$ cat config.mk
export PLATFORM = sky130hd
export DESIGN_NAME = tremolo
export DESIGN_NICKNAME = d
export VERILOG_FILES = /design/src/rtl/tremolo.sv
export SDC_FILE = /design/constraint.sdc
export NUM_CORES = 1
export LEC_CHECK = 0
export CAP_MARGIN = 20
export CORE_AREA = 2 2 131 145
export DETAILED_ROUTE_END_ITERATION = 8
export DIE_AREA = 0 0 133 147
export GPL_TIMING_DRIVEN = 0
export PLACE_DENSITY = 0.75
export RECOVER_POWER = 50
export SYNTH_ARGS = -nofsm -noshare
export SYNTH_HDL_FRONTEND = slang
export SYNTH_SLANG_ARGS = --single-unit
$ cat constraint.sdc
create_clock -name clk_48 -period 9.4 [get_ports clk_48]
set_clock_uncertainty 0.1 [all_clocks]
set_input_delay 2.35 -clock clk_48 [delete_from_list [all_inputs] [get_ports clk_48]]
set_output_delay 2.35 -clock clk_48 [all_outputs]
set_load 0.005 [all_outputs]
$ cat src/rtl/tremolo.sv
// Tremolo effect: scales each 32-bit sample by a 9-bit triangle-LFO gain (256 = unity).
// LFO rate comes from a sample-clock prescaler plus a 3-bit sub-divider masked by options.
module tremolo #(
    parameter int DIV_BASE = 126,
    parameter int STEP     = 8
) (
    input  logic        clk_48,
    input  logic        rst_n,
    input  logic [31:0] x,
    output logic [31:0] y,
    input  logic [3:0]  options,
    input  logic [3:0]  en
);

    localparam int         PW     = (DIV_BASE > 1) ? $clog2(DIV_BASE) : 1;
    localparam logic [8:0] G_MAX  = 9'd256;
    localparam logic [8:0] G_STEP = 9'(STEP);

    logic [PW-1:0]      presc_q, presc_d;
    logic [2:0]         sub_q, sub_d;
    logic [8:0]         g_q, g_d;
    logic               up_q, up_d;
    logic [31:0]        y_q, y_d;
    logic               tick, rate_on, lfo_step;
    logic [2:0]         mask;
    logic signed [41:0] prod;
    logic               unused_bits;

    // Lowest set option bit wins; no bit set freezes the LFO.
    always_comb begin
        mask    = 3'd0;
        rate_on = |options;
        if (options[0])      mask = 3'd0;
        else if (options[1]) mask = 3'd1;
        else if (options[2]) mask = 3'd3;
        else if (options[3]) mask = 3'd7;
    end

    always_comb begin
        tick     = (presc_q == PW'(DIV_BASE - 1));
        presc_d  = tick ? '0 : presc_q + PW'(1);
        sub_d    = tick ? sub_q + 3'd1 : sub_q;
        lfo_step = tick && rate_on && ((sub_q & mask) == 3'd0);
        g_d      = g_q;
        up_d     = up_q;
        if (lfo_step) begin
            if (up_q) begin
                if (g_q >= G_MAX - G_STEP) begin
                    g_d  = G_MAX;
                    up_d = 1'b0;
                end else begin
                    g_d = g_q + G_STEP;
                end
            end else begin
                if (g_q <= G_STEP) begin
                    g_d  = 9'd0;
                    up_d = 1'b1;
                end else begin
                    g_d = g_q - G_STEP;
                end
            end
        end
        // Product uses the pre-update gain; >>>8 floors via arithmetic shift.
        prod = $signed(x) * $signed({1'b0, g_q});
        y_d  = en[1] ? prod[39:8] : x;
        if (!en[1]) begin
            g_d   = G_MAX;
            up_d  = 1'b0;
            sub_d = 3'd0;
        end
    end

    always_ff @(posedge clk_48 or negedge rst_n) begin
        if (!rst_n) begin
            presc_q <= '0;
            sub_q   <= 3'd0;
            g_q     <= G_MAX;
            up_q    <= 1'b0;
            y_q     <= 32'd0;
        end else begin
            presc_q <= presc_d;
            sub_q   <= sub_d;
            g_q     <= g_d;
            up_q    <= up_d;
            y_q     <= y_d;
        end
    end

    assign y           = y_q;
    assign unused_bits = ^{prod[41:40], prod[7:0], en[3:2], en[0]};

endmodule

* After elaboration in Yosys (flattened, before gate mapping)
Cells that the tools add are included.
Widths: inputs -> output; s select.
** Word-level totals
- Memory bits (writable) :: 0
- Input bits :: 42
- ROM bits :: 0
- Register bits :: 52
- Bits in latches :: 0
- Memories kept :: 0
- Output and inout port bits :: 32
** Cells by class
- Equality and inequality tests :: 3
- Multiplexer cells :: 18
- $add $sub $neg :: 4
- Bitwise operators :: 1
- $mul :: 1
- Divide/modulo/power cells :: 0
- Shift-type cells :: 0
- Reductions and logical operators :: 4
- Magnitude comparators :: 2
** Operator list (count)
- $mux 9 :: 5
- $mul 32x10->40 :: 1
- $mux 32 :: 1
- $mux 3 :: 6
- $add 9x4->9 const B :: 1
- $ge 9x8->1 const B :: 1
- $le 9x4->1 const B :: 1
- $sub 9x4->9 const B :: 1
- $add 7x1->7 const B :: 1
- $eq 7x7->1 const B :: 1
- $mux 7 :: 1
- $mux 1 :: 5
- $ne 2x1->1 const B :: 2
- $reduce_or 4->1 :: 1
- $add 3x1->3 const B :: 1
- $and 3x3->3 :: 1
- $logic_not 3->1 :: 1
- $logic_and 1x1->1 :: 2

* Depth between registers and ports, before layout
- Depth in word-level cells :: 9
- Gate-level depth with buffers :: 20
- Gate-level depth less buffers :: 17

* Worst setup path after synthesis
OpenSTA, ideal clock, no wires.
- Path type :: input to register
- Start :: input x[3]
- End :: register y_q[30], in the netlist y[30]
- Setup time :: 0.134 ns
- Arrival :: 6.695 ns
- Slack :: 2.471 ns
- Stages on the path :: 17
- Required time :: 9.166 ns
- Path through :: and2_1 fa_1 fa_1 inv_1 fa_1 inv_1 fa_1 ha_1 ha_1 nand2_1 o21ai_0 o2111ai_1 a311oi_1 o31ai_2 a2111oi_4 o21a_1 o31ai_2
** On the way
- Word-level cells in the longest chain between the ends :: 2
** RTL lines
- start, declared :: RTL line 9 : input logic [31:0] x,
- $mul 32x10->40 :: RTL line 64 : prod = $signed(x) * $signed({1'b0, g_q});
- $mux 32 :: RTL line 65 : y_d = en[1] ? prod[39:8] : x;
- net y_d[30] :: RTL line 23 : logic [31:0] y_q, y_d;
- end signal, assigned :: RTL line 85 : y_q <= y_d;
- end, declared :: RTL line 23
The timed path passes the listed nets, and every way through them passes these cells.
A chain may end at the register's enable or synchronous reset.

* Worst setup path in the final report
- Start :: input x[5]
- End :: register y_q[28], in the netlist y[28]
The elaborated chain is that of the path after synthesis.

==> metrics <==
Arr. time, crit path 8.03 ns; # Max-Cap Violations 1; clock latency on the worst-skew pair 0.32 ns; full die area 0.0196 mm^2; data required time of the critical path 9.47 ns; Antenna Cells 0; post-CTS setup buffers 0; remaining global-route overflow 0; FP Rows 52; final cycle utilization of the critical path 0.847; Resize count post-CTS 0; die outline width 133 um; starting density of the core 0.539; hold_ws 0.387 ns; Clock Sinks 49; hold violation count in the final report 0; maximum fanout encountered on the critical timing path 7; wire length of the first global-routing pass 41500 um; min-delay src presc_q[6]$_DFF_PN0_; routed len/inst 18.0 um; Critical path origin x[5]; total non-filler cell area in the finished layout 0.0111 mm^2; sequential element share of the synthesized area 0.126; outcome finished with violations; top library cells by usage in the layout, fill and taps aside fa_1, and2_1, ha_1, nand2_1, inv_1; violations in the final reports max-capacitance violations, max-slew violations; critical path startpoint category primary input; fraction of final layout cells sized beyond drive strength 1 0.0479; element type at the critical path end flop; buffer cell driving the clock tree root clkbuf_16; most used flip-flop cell after synthesis dfrtp_1; starting DRC count in detailed routing 335; startpoint of the most critical register-to-register path g_q[5]$_DFFE_PN0P_; pin count of the biggest net entering global routing 31; Post-Synthesis Cells 991; vias in the first global route 8113; relative slew slack -0.211; net count of the finished layout 1426; path type of the worst setup path primary input to flop; sum of routed wire length over all layers 24300 um; Ports 74; routed via count 7542; number of buffers inserted by hold repair at cts 0; placed standard-cell area 0.0109 mm^2; worst min-delay path category flop to flop; Placeable Area 0.0182 mm^2; post-synthesis area per instance 9.87 um^2; number of register bits inferred by synthesis 49; total negative setup slack 0 ns; die boundary height 147 um; setup-violating endpoint count in the final report 0; cell area after synthesis 0.00978 mm^2; synth unique cells 67; overall track demand over capacity in global routing 0.273; final weighted congestion in routability-driven placement 0.938; area growth from synthesis to layout 13.1%; buffers from clock root to sink, at most 2; total CTS buffers 5; per-cell via count in the routed design 5.59; CTS tree done; number of warning messages in the yosys log 0; Pins Over Slew Limit 31; DRC violations left 0; final period demand of the worst path 7.96 ns; sum of net half-perimeters after detailed placement 19400 um; most common library cell in the layout ignoring fill and taps fa_1; clk slew on worst S/H paths 0.08 ns; number of antenna violations at the first check in global routing 0; unrepaired setup endpoints after global routing no; # H-tree levels 2; number of synthesized flops with an enable pin 0; Pre-antenna DRT Iters 5; ys async rst share 1.00; achievable frequency 126 MHz; worst slew pin tran 1.82 ns; fill cell total of the finished layout 1535; Port Buffer Count 69; residual antenna-violating net count after detailed routing 0
-- critical path: stages --
cell and delay, ns:
clkdlybuf4s50_1 0.64, nand2_1 0.13, fa_1 0.54, fa_1 0.55, inv_1 0.06, fa_1 0.52, fa_1 0.44, ha_1 0.29
ha_1 0.36, nand2_1 0.07, o21ai_0 0.44, o2111ai_1 0.36, a311oi_1 0.50, o31ai_2 0.17, a21boi_0 0.27, mux2i_1 0.21
o221ai_1 0.14
-- logic make-up (layout without fill, tap and decap cells) --
| logic type | Yosys count | in the layout | synth area share |
|---|---|---|---|
| flip-flops | 49 | 49 | 0.126 |
| adder cells (fa/ha/maj) | 278 | 278 | 0.478 |
| XOR/XNOR | 39 | 39 | 0.0349 |
| other | 2 | 40 | 0.000768 |
| AND/OR/NAND/NOR | 332 | 332 | 0.180 |
| AO/OA/AOI/OAI | 143 | 143 | 0.105 |
| multiplexers | 25 | 25 | 0.0283 |
| buffers and inverters | 123 | 201 | 0.0476 |
-- synth_stat cells, types with 3 or more instances --
cell	n	area share
fa_1	159	0.33
and2_1	152	0.097
ha_1	119	0.15
nand2_1	87	0.033
inv_1	82	0.031
dfrtp_1	48	0.12
a21oi_1	42	0.021
clkbuf_1	35	0.013
nor2_1	34	0.013
o21ai_0	29	0.015
xnor2_1	24	0.021
mux2_2	21	0.024
nand3_1	16	0.0082
xor2_1	15	0.013
nor3_1	11	0.0056
and3_1	10	0.0064
a21o_1	9	0.0069
a31oi_1	6	0.0038
o21a_1	5	0.0038
mux2i_1	4	0.0041
nand2b_1	4	0.0026
nand4_1	4	0.0026
o2111ai_1	4	0.0036
o21bai_1	4	0.0031
a21boi_0	3	0.0023
o211ai_1	3	0.0023
o22ai_1	3	0.0019
o31ai_2	3	0.0038
or2_2	3	0.0019
-- area by class of cell --
type / instances / area [um^2] / share of cell area
plain buffers: 40 / 154 / 0.0139
clock buffers: 5 / 125 / 0.0113
clock inverters: 3 / 25.0 / 0.00226
inverters: 83 / 312 / 0.0282
multi-input cells: 857 / 8230 / 0.744
flip-flops and latches: 49 / 1230 / 0.111
well taps: 243 / 304 / 0.0275
repair buffers: 70 / 688 / 0.0622
-- through the flow --
| step | utilization | setup WS, ns | cells |
|---|---|---|---|
| after floorplan | - | 2.47 | 1029 |
| after global placement | 0.601 | 1.15 | 1341 |
| after detailed placement | 0.602 | 1.16 | 1342 |
| after CTS | 0.610 | 1.45 | 1350 |
| after global routing | 0.609 | 1.14 | 1350 |
| final | 0.609 | 1.44 | 1350 |
-- registers in the layout, summed over array words and instances (netlist names) --
signal	count
presc_q	7
sub_q	3
up_q	1
y	32
g_q	6
-- path summary, 6_finish.rpt --
check                                       end  slack [ns]  depth (start not counted)
max                             y[28]$_DFF_PN0_        1.44                         17
min                        presc_q[6]$_DFF_PN0_        0.39                          1
max reg2reg                     y[28]$_DFF_PN0_        2.58                         18
min reg2reg                presc_q[6]$_DFF_PN0_        0.39                          1
max in group asynchronous       y[31]$_DFF_PN0_        4.79                          2
min in group asynchronous       y[11]$_DFF_PN0_        2.15                          1
-- per-layer routing --
metal	vias to the layer above	wire, um	track usage
met5	-	0	0
met4	0	657	0.0844
met3	53	1410	0.0483
met2	250	12100	0.460
met1	3772	10200	0.360
li1	3467	-	-
Power is left out: the tool's default activity adds up to more than one toggle a clock period on the data nets, which glitch-free logic cannot reach.
